**src/rtl/pbkdf2_u_accum_if.sv**
```systemverilog
// Handshake bundle between the SHA256 wrapper, the PBKDF2 message builder and
// the U_i accumulator: start/config, digest input, feedback and final T.
interface pbkdf2_u_accum_if #(
  parameter int CNT_W = 32
);
  logic             start_i;
  logic [CNT_W-1:0] cfg_iter_i;
  logic             start_ready_o;
  logic [255:0]     in;
  logic             in_valid;
  logic             in_ready;
  logic [255:0]     fb_out;
  logic             fb_valid;
  logic             fb_ready;
  logic [255:0]     out;
  logic             out_valid;
  logic             out_ready;
  logic [CNT_W-1:0] iter_cnt_o;

  modport slave (
    input  start_i, cfg_iter_i, in, in_valid, fb_ready, out_ready,
    output start_ready_o, in_ready, fb_out, fb_valid, out, out_valid, iter_cnt_o
  );

  modport master (
    output start_i, cfg_iter_i, in, in_valid, fb_ready, out_ready,
    input  start_ready_o, in_ready, fb_out, fb_valid, out, out_valid, iter_cnt_o
  );
endinterface

```
**src/rtl/pbkdf2_u_accum.sv**
```systemverilog
// XOR-accumulates PBKDF2 HMAC results U_1..U_c into T, forwarding non-final U_i.
// Optional abort_i input is enabled by defining PBKDF2_ACCUM_ABORT_EN.
module pbkdf2_u_accum #(
  parameter int CNT_W = 32
) (
  input  logic clk_i,
  input  logic rst_ni,
`ifdef PBKDF2_ACCUM_ABORT_EN
  input  logic abort_i,
`endif
  pbkdf2_u_accum_if.slave bus
);

  typedef enum logic [1:0] {
    IDLE  = 2'd0,
    ACCUM = 2'd1,
    FEED  = 2'd2,
    DONE  = 2'd3
  } state_t;

  state_t           state_reg, state_next;
  logic [255:0]     acc_reg, acc_next;
  logic [255:0]     fb_reg, fb_next;
  logic [CNT_W-1:0] iter_cnt_reg, iter_cnt_next;
  logic [CNT_W-1:0] iter_tgt_reg, iter_tgt_next;
  logic [CNT_W-1:0] cnt_inc;

  assign cnt_inc = iter_cnt_reg + CNT_W'(1);

  always_ff @(posedge clk_i or negedge rst_ni) begin
    if (!rst_ni) begin
      state_reg    <= IDLE;
      acc_reg      <= '0;
      fb_reg       <= '0;
      iter_cnt_reg <= '0;
      iter_tgt_reg <= '0;
    end else begin
      state_reg    <= state_next;
      acc_reg      <= acc_next;
      fb_reg       <= fb_next;
      iter_cnt_reg <= iter_cnt_next;
      iter_tgt_reg <= iter_tgt_next;
    end
  end

  always_comb begin
    state_next    = state_reg;
    acc_next      = acc_reg;
    fb_next       = fb_reg;
    iter_cnt_next = iter_cnt_reg;
    iter_tgt_next = iter_tgt_reg;
    case (state_reg)
      IDLE: begin
        if (bus.start_i) begin
          // c = 0 is treated as a single iteration
          iter_tgt_next = (bus.cfg_iter_i == '0) ? CNT_W'(1) : bus.cfg_iter_i;
          acc_next      = '0;
          iter_cnt_next = '0;
          state_next    = ACCUM;
        end
      end
      ACCUM: begin
        if (bus.in_valid) begin
          acc_next      = acc_reg ^ bus.in;
          iter_cnt_next = cnt_inc;
          if (cnt_inc == iter_tgt_reg) begin
            state_next = DONE;
          end else begin
            fb_next    = bus.in;
            state_next = FEED;
          end
        end
      end
      FEED: begin
        if (bus.fb_ready) state_next = ACCUM;
      end
      DONE: begin
        if (bus.out_ready) state_next = IDLE;
      end
      default: state_next = IDLE;
    endcase
`ifdef PBKDF2_ACCUM_ABORT_EN
    // Abort overrides whatever handshake the case above accepted this cycle
    if (abort_i && (state_reg != IDLE)) begin
      state_next    = IDLE;
      acc_next      = '0;
      fb_next       = '0;
      iter_cnt_next = '0;
    end
`endif
  end

  assign bus.start_ready_o = (state_reg == IDLE);
  assign bus.in_ready      = (state_reg == ACCUM);
  assign bus.fb_valid      = (state_reg == FEED);
  assign bus.out_valid     = (state_reg == DONE);
  assign bus.fb_out        = fb_reg;
  assign bus.out           = acc_reg;
  assign bus.iter_cnt_o    = iter_cnt_reg;

endmodule

```
**src/flat_wrapper.sv**
```systemverilog
// flat-port wrapper written by rule: the top's interface ports become plain ports
module pbkdf2_u_accum_flat 
#(
  parameter int CNT_W = 32
)
  (clk_i, rst_ni, bus_start_i, bus_cfg_iter_i, bus_in, bus_in_valid, bus_fb_ready, bus_out_ready, bus_start_ready_o, bus_in_ready, bus_fb_out, bus_fb_valid, bus_out, bus_out_valid, bus_iter_cnt_o);
  pbkdf2_u_accum_if #(.CNT_W(CNT_W)) bus_i ();
  input  logic clk_i;
  input  logic rst_ni;
  input wire logic [$bits(bus_i.start_i)-1:0] bus_start_i;
  input wire logic [$bits(bus_i.cfg_iter_i)-1:0] bus_cfg_iter_i;
  input wire logic [$bits(bus_i.in)-1:0] bus_in;
  input wire logic [$bits(bus_i.in_valid)-1:0] bus_in_valid;
  input wire logic [$bits(bus_i.fb_ready)-1:0] bus_fb_ready;
  input wire logic [$bits(bus_i.out_ready)-1:0] bus_out_ready;
  output wire logic [$bits(bus_i.start_ready_o)-1:0] bus_start_ready_o;
  output wire logic [$bits(bus_i.in_ready)-1:0] bus_in_ready;
  output wire logic [$bits(bus_i.fb_out)-1:0] bus_fb_out;
  output wire logic [$bits(bus_i.fb_valid)-1:0] bus_fb_valid;
  output wire logic [$bits(bus_i.out)-1:0] bus_out;
  output wire logic [$bits(bus_i.out_valid)-1:0] bus_out_valid;
  output wire logic [$bits(bus_i.iter_cnt_o)-1:0] bus_iter_cnt_o;
  assign bus_i.start_i = bus_start_i;
  assign bus_i.cfg_iter_i = bus_cfg_iter_i;
  assign bus_i.in = bus_in;
  assign bus_i.in_valid = bus_in_valid;
  assign bus_i.fb_ready = bus_fb_ready;
  assign bus_i.out_ready = bus_out_ready;
  assign bus_start_ready_o = bus_i.start_ready_o;
  assign bus_in_ready = bus_i.in_ready;
  assign bus_fb_out = bus_i.fb_out;
  assign bus_fb_valid = bus_i.fb_valid;
  assign bus_out = bus_i.out;
  assign bus_out_valid = bus_i.out_valid;
  assign bus_iter_cnt_o = bus_i.iter_cnt_o;
  pbkdf2_u_accum #(.CNT_W(CNT_W)) u_core (.clk_i(clk_i), .rst_ni(rst_ni), .bus(bus_i));
endmodule
```
**config.mk**
```make
export PLATFORM = sky130hd
export DESIGN_NAME = pbkdf2_u_accum_flat
export DESIGN_NICKNAME = d
export VERILOG_FILES = /design/src/rtl/pbkdf2_u_accum_if.sv /design/src/rtl/pbkdf2_u_accum.sv /design/src/flat_wrapper.sv
export SDC_FILE = /design/constraint.sdc
export NUM_CORES = 1
export LEC_CHECK = 0
export CORE_AREA = 2 2 324 326
export CTS_CLUSTER_SIZE = 24
export DETAILED_ROUTE_END_ITERATION = 16
export DIE_AREA = 0 0 326 328
export SETUP_SLACK_MARGIN = 0.15
export SLEW_MARGIN = 30
export SYNTH_ARGS = -nofsm -noshare
export SYNTH_HDL_FRONTEND = slang
export SYNTH_SLANG_ARGS = --single-unit
```
**constraint.sdc**
```tcl
create_clock -name clk_i -period 3 [get_ports clk_i]
set_input_delay 0.6 -clock clk_i [delete_from_list [all_inputs] [get_ports clk_i]]
set_output_delay 0.6 -clock clk_i [all_outputs]
set_load 0.01 [all_outputs]
```
# Word-level counts from Yosys, hierarchy flattened
# Index checks and enable logic that the tools add are counted.
[totals]
reg_bits = 578
out_inout_bits = 548
[op_classes]
add_sub_neg = 1
n_eq_ne = 8
mux = 13
n_bitwise = 2
n_reduce_logical = 7
[ops]
columns = ["cell", "n"]
rows = [
  ["256-bit two-way mux", 2],
  ["256-bit one-hot mux with 2 select lines", 1],
  ["256-bit XOR", 1],
  ["32-bit two-way mux", 3],
  ["32-bit one-hot mux with 2 select lines", 1],
  ["32-bit by 1-bit adder with 32-bit output (second input constant)", 1],
  ["32-bit equality test", 1],
  ["32-bit logical NOT", 1],
  ["2-bit two-way mux", 4],
  ["2-bit inequality test (second input constant)", 4],
  ["2-bit one-hot mux with 4 select lines", 1],
  ["3-bit AND reduction", 2],
  ["2-bit equality test (second input constant)", 2],
  ["4-bit AND reduction", 1],
  ["2-bit by 1-bit equality test with 1-bit output (second input constant)", 1],
  ["2-bit logical NOT", 1],
  ["2-bit AND reduction", 1],
  ["2-bit nonzero test", 1],
  ["1-bit two-way mux", 1],
  ["1-bit inverter", 1],
]

# Depth between registers and ports, before layout
[depth]
depth_word = 5
depth_mapped = 13
mapped_depth_nobuf = 9

# Least setup slack after synthesis
# Ideal clock, no wire load.
[synth_path]
path_kind = "flip-flop to flip-flop"
start = "reg u_core.iter_cnt_reg[0] (netlist: u_core.bus.iter_cnt_o[0])"
end = "reg u_core.fb_reg[100] (netlist: u_core.bus.fb_out[100])"
t_arrival_ns = 3.075
required_ns = 2.875
setup_slack_ns = -0.200
stages_incl_launch_ff = 13
path_buffers = 3
synth_period_minus_slack_ns = 3.200
cell_sequence = "dfrtp_1 -> ha_1 -> and2_0 -> nand4_1 -> buf_2 -> nor3_1 -> xnor2_1 -> nand4_1 -> nor4_2 -> a31oi_4 -> buf_6 -> buf_6 -> mux2_4"
[synth_between]
elab_chain_cells = 4
[synth_lines]
columns = ["item", "line_no", "source"]
rows = [
  ["start: declaration", "pbkdf2_u_accum.sv:24", "logic [CNT_W-1:0] iter_cnt_reg, iter_cnt_next;"],
  ["start signal: assignment", "pbkdf2_u_accum.sv:41", "iter_cnt_reg <= iter_cnt_next;"],
  ["32-bit by 1-bit adder with 32-bit output", "pbkdf2_u_accum.sv:28", "assign cnt_inc = iter_cnt_reg + CNT_W'(1);"],
  ["32-bit equality test", "pbkdf2_u_accum.sv:66", "if (cnt_inc == iter_tgt_reg) begin"],
  ["1-bit inverter (no line)", "n/a", ""],
  ["3-bit AND reduction (no line)", "n/a", ""],
  ["end signal: assignment", "pbkdf2_u_accum.sv:40", "fb_reg <= fb_next;"],
  ["end: declaration", "pbkdf2_u_accum.sv:23", "logic [255:0] fb_reg, fb_next;"],
]
# No other way between the ends.
# A chain may end at the register's enable or synchronous reset.

# Worst setup path after layout
[layout_path]
start = "reg u_core.iter_cnt_reg[18] (netlist: u_core.bus.iter_cnt_o[18])"
end = "reg u_core.fb_reg[104] (netlist: u_core.bus.fb_out[104])"
# Same word-level chain as after synthesis.

==> flow_summary_export.csv <==
group,metric,value,unit
floorplanning,core,0.103,mm^2
yosys,synth-async-reset-ratio,100,%
clock_tree,cts_buffer_depth,3,
clock_tree,cts_made_buffers,71,
yosys,syn_area,0.0253,mm^2
yosys,syn_inst,2073,
yosys,syn_nets,2368,
sta,post-route-min-period,3.14,ns
cells_and_area,syn2layout_area_growth,56.3,%
global_routing,grt_pass1_vias,19900,
clock_tree,path_clk_slew,0.06,ns
sta,period_share,105,%
floorplanning,dieArea,0.107,mm^2
detailed_routing,routed_wl,89300,um
critical_path,crit_type,"flop to flop",
sta,hold_violations,0,
critical_path,arrival,3.63,ns
critical_path,required,3.49,ns
clock_tree,clockRootBuffer,"clkbuf_16",
placed_design,dp_hpwl,66300,um
clock_tree,clock_latency,0.62,ns
placed_design,place.gp.congestion,0.843,
detailed_routing,via_count,19000,
yosys,ys_ff_latch,578,
detailed_routing,detail-route-antenna-nets,0,
pwr,ir_drop,0.000515,V
floorplanning,initial_core_util,24.5,%
detailed_routing,first_pass_iters,4,
global_routing,grt_max_degree,83,
cells_and_area,fin_nets,3357,
clock_tree,clock_sinks,578,
critical_path,worst_setup_path_end_kind,"flop",
global_routing,grt_pass1_wl,130000,um
yosys,synth_edf_count,0,
floorplanning,die_w,326,um
critical_path,path_max_fanout,18,
pwr,p_switching,14.0,mW
placed_design,portBuffers,841,
sta,fin_worst_skew,0.0216,ns
floorplanning,num_rows,118,
pwr,p_leak,17.2,nW
detailed_routing,drc_errors,0,
clock_tree,cts_tree,"yes",
global_routing,grtUsageTotal,15.9,%
detailed_routing,drt_iter0_drc,971,
clock_tree,h-tree-depth,3,
worst_hold_path,hold_class,"flop to flop",
sta,finalSetupViolations,255,
pwr,cell_internal_pwr,27.6,mW
sta,tightest_slew,0.650,ns
floorplanning,io-pin-count,842,
sta,fin_ws,-0.140,ns
sta,relSlewSlack,56.7,%
yosys,seq_area_frac_synth,57.2,%
run,maxCapViolCount,0,
yosys,ys_types,60,
detailed_routing,via_per_inst,4.22,
yosys,synth_warnings,0,
floorplanning,dieHeight,328,um
pwr,p_comb_share,45.8,%
pwr,power_frac_clock,21.1,%
status,status,"finished, violations left",
sta,rsz0062_at_grt,"yes",
critical_path,cp-start-kind,"flop",
placed_design,dpl_cell_area,0.0365,mm^2
cells_and_area,drive_gt1_share,20.2,%
sta,fin_hold_ws,0.483,ns
pwr,swShare,33.6,%
global_routing,grt_overflow,0,
global_routing,antenna_found_initial,8,
yosys,syn_avg_cell_area,12.2,um^2
yosys,synthFlopType,"dfrtp_1",
cells_and_area,design_area,0.0395,mm^2
detailed_routing,post_drt_wl_per_cell,19.8,um
status,violations,"negative setup slack",
sta,drv_slew,0,
pwr,power.density,1050,mW/mm^2
pwr,sequentialPowerShare,33.1,%
sta,fmax,318,MHz
## cell families (layout without fill, tap and decap cells)
family	after synthesis	count (layout)	synth area share [%]
buffers and inverters	130	1174	2.81
muxes	287	287	15.8
AOI/OAI and AO/OA	113	113	2.80
DFF	578	578	57.2
xor gates and xnor gates	297	297	10.3
other	0	5	0
and+or+nand+nor	667	667	11.1
adders and majority gates	1	1	0.0495
## placed cells by master (no fill, tap or decap), types with 4 or more instances in the layout
master,instances
diode_2,5
mux2_1,9
clkinv_2,17
clkbuf_8,11
nor4_1,10
mux2_4,221
nand2b_1,4
buf_12,25
xnor2_1,22
buf_8,4
dfrtp_1,574
nand2_1,291
clkbuf_16,80
bufinv_16,6
nor4_4,5
inv_1,11
mux2_2,56
o31ai_1,12
clkbuf_1,14
dfrtp_2,4
and3_1,5
clkdlybuf4s50_1,840
buf_6,17
nor2b_1,6
nand3_1,13
a31oi_1,7
nor4_2,4
nor2_1,284
o21ai_0,49
buf_4,137
nand4_1,12
xor2_1,273
a21oi_1,14
## layout make-up
type / instances / area [um^2]
Timing Repair Buffer: 1035 / 10500
Antenna cell: 5 / 12.5
Inverter: 11 / 41.3
Multi-Input combinational cell: 1365 / 10400
Clock inverter: 31 / 379
Tap cell: 1380 / 1730
Sequential cell: 578 / 14500
Clock buffer: 97 / 2010
Fill cell: 9952 / 63700
## synthesized netlist by cell type (4+ instances only)
master	n	area share, %
a21oi_1	15	0.30
a31oi_1	7	0.17
and2_1	4	0.099
and3_1	6	0.15
and4_1	4	0.14
buf_1	8	0.12
buf_2	12	0.24
buf_6	26	1.2
clkbuf_1	70	1.0
dfrtp_1	578	57
inv_1	11	0.16
mux2_1	29	1.3
mux2_2	57	2.5
mux2_4	200	12
nand2_1	291	4.3
nand2b_1	4	0.099
nand3_1	15	0.30
nand4_1	12	0.30
nor2_1	285	4.2
nor2b_1	6	0.15
nor3_1	6	0.12
nor4_1	15	0.37
nor4_2	4	0.20
o21ai_0	49	0.97
o31ai_1	12	0.36
xnor2_1	24	0.83
xor2_1	273	9.5
## timing repair
item                                   CTS  global route
endpoints found under the hold margin   35             0
setup endpoints to repair              257           257
gates cloned                             0            10
setup buffers                            0            11
hold buffers                             1             0
pin swaps                                1            12
gates resized for setup                 14            46
## per-stage QoR
step	TNS (ns)	setup slack, ns	utilization, %	cells	power (mW)
after global placement	-32.53	-0.216	35.4	4347	32.3
final	-24.86	-0.140	38.3	4502	41.6
after CTS	-31.83	-0.200	37.7	4476	41.7
after global routing	-51.91	-0.242	38.3	4501	43.9
after floorplan	0	0.00495	-	2073	22.3
after detailed placement	-39.30	-0.230	35.4	4347	32.5
## worst max-delay path: stages (launching register included)
cell and delay [ns]:
dfrtp_1 0.37, nand3_2 0.09, or3_4 0.38, buf_12 0.16, nor4_4 0.20, buf_4 0.16
xnor2_2 0.12, o32ai_2 0.10, buf_4 0.15, nor4_4 0.27, a31oi_4 0.14, buf_12 0.16
buf_12 0.16, clkbuf_16 0.21, mux2_4 0.29
## worst paths after layout
kind	from	slack, ns	cells after the start	to
max	u_core.bus.iter_cnt_o[18]	-0.14	14	u_core.bus.fb_out[104]
min	u_core.bus.fb_out[249]	0.48	1	u_core.bus.fb_out[249]
max reg2reg	u_core.bus.iter_cnt_o[18]	-0.14	14	u_core.bus.fb_out[104]
min reg2reg	u_core.bus.fb_out[249]	0.48	1	u_core.bus.fb_out[249]
max in group asynchronous	rst_ni	1.47	4	u_core.bus.out[92]
min in group asynchronous	rst_ni	0.58	2	u_core.bus.out[211]
## power by group through the flow
stage	combinational (mW)	sequential, mW	clock, mW
3_5_place_dp	18.8	13.7	0
5_1_grt	20.3	14.2	9.35
2_1_floorplan	7.44	14.9	0
3_3_place_gp	18.6	13.8	0
6_report	19.0	13.7	8.78
4_1_cts	18.9	13.7	9.03
## metal layers
metal,global-route usage (%),share of wire (%)
met5,0,0.012
met4,6.81,3.4
met3,4.33,6.9
met1,19.3,40
met2,26.6,49
Power figures use the tool's default switching activity.
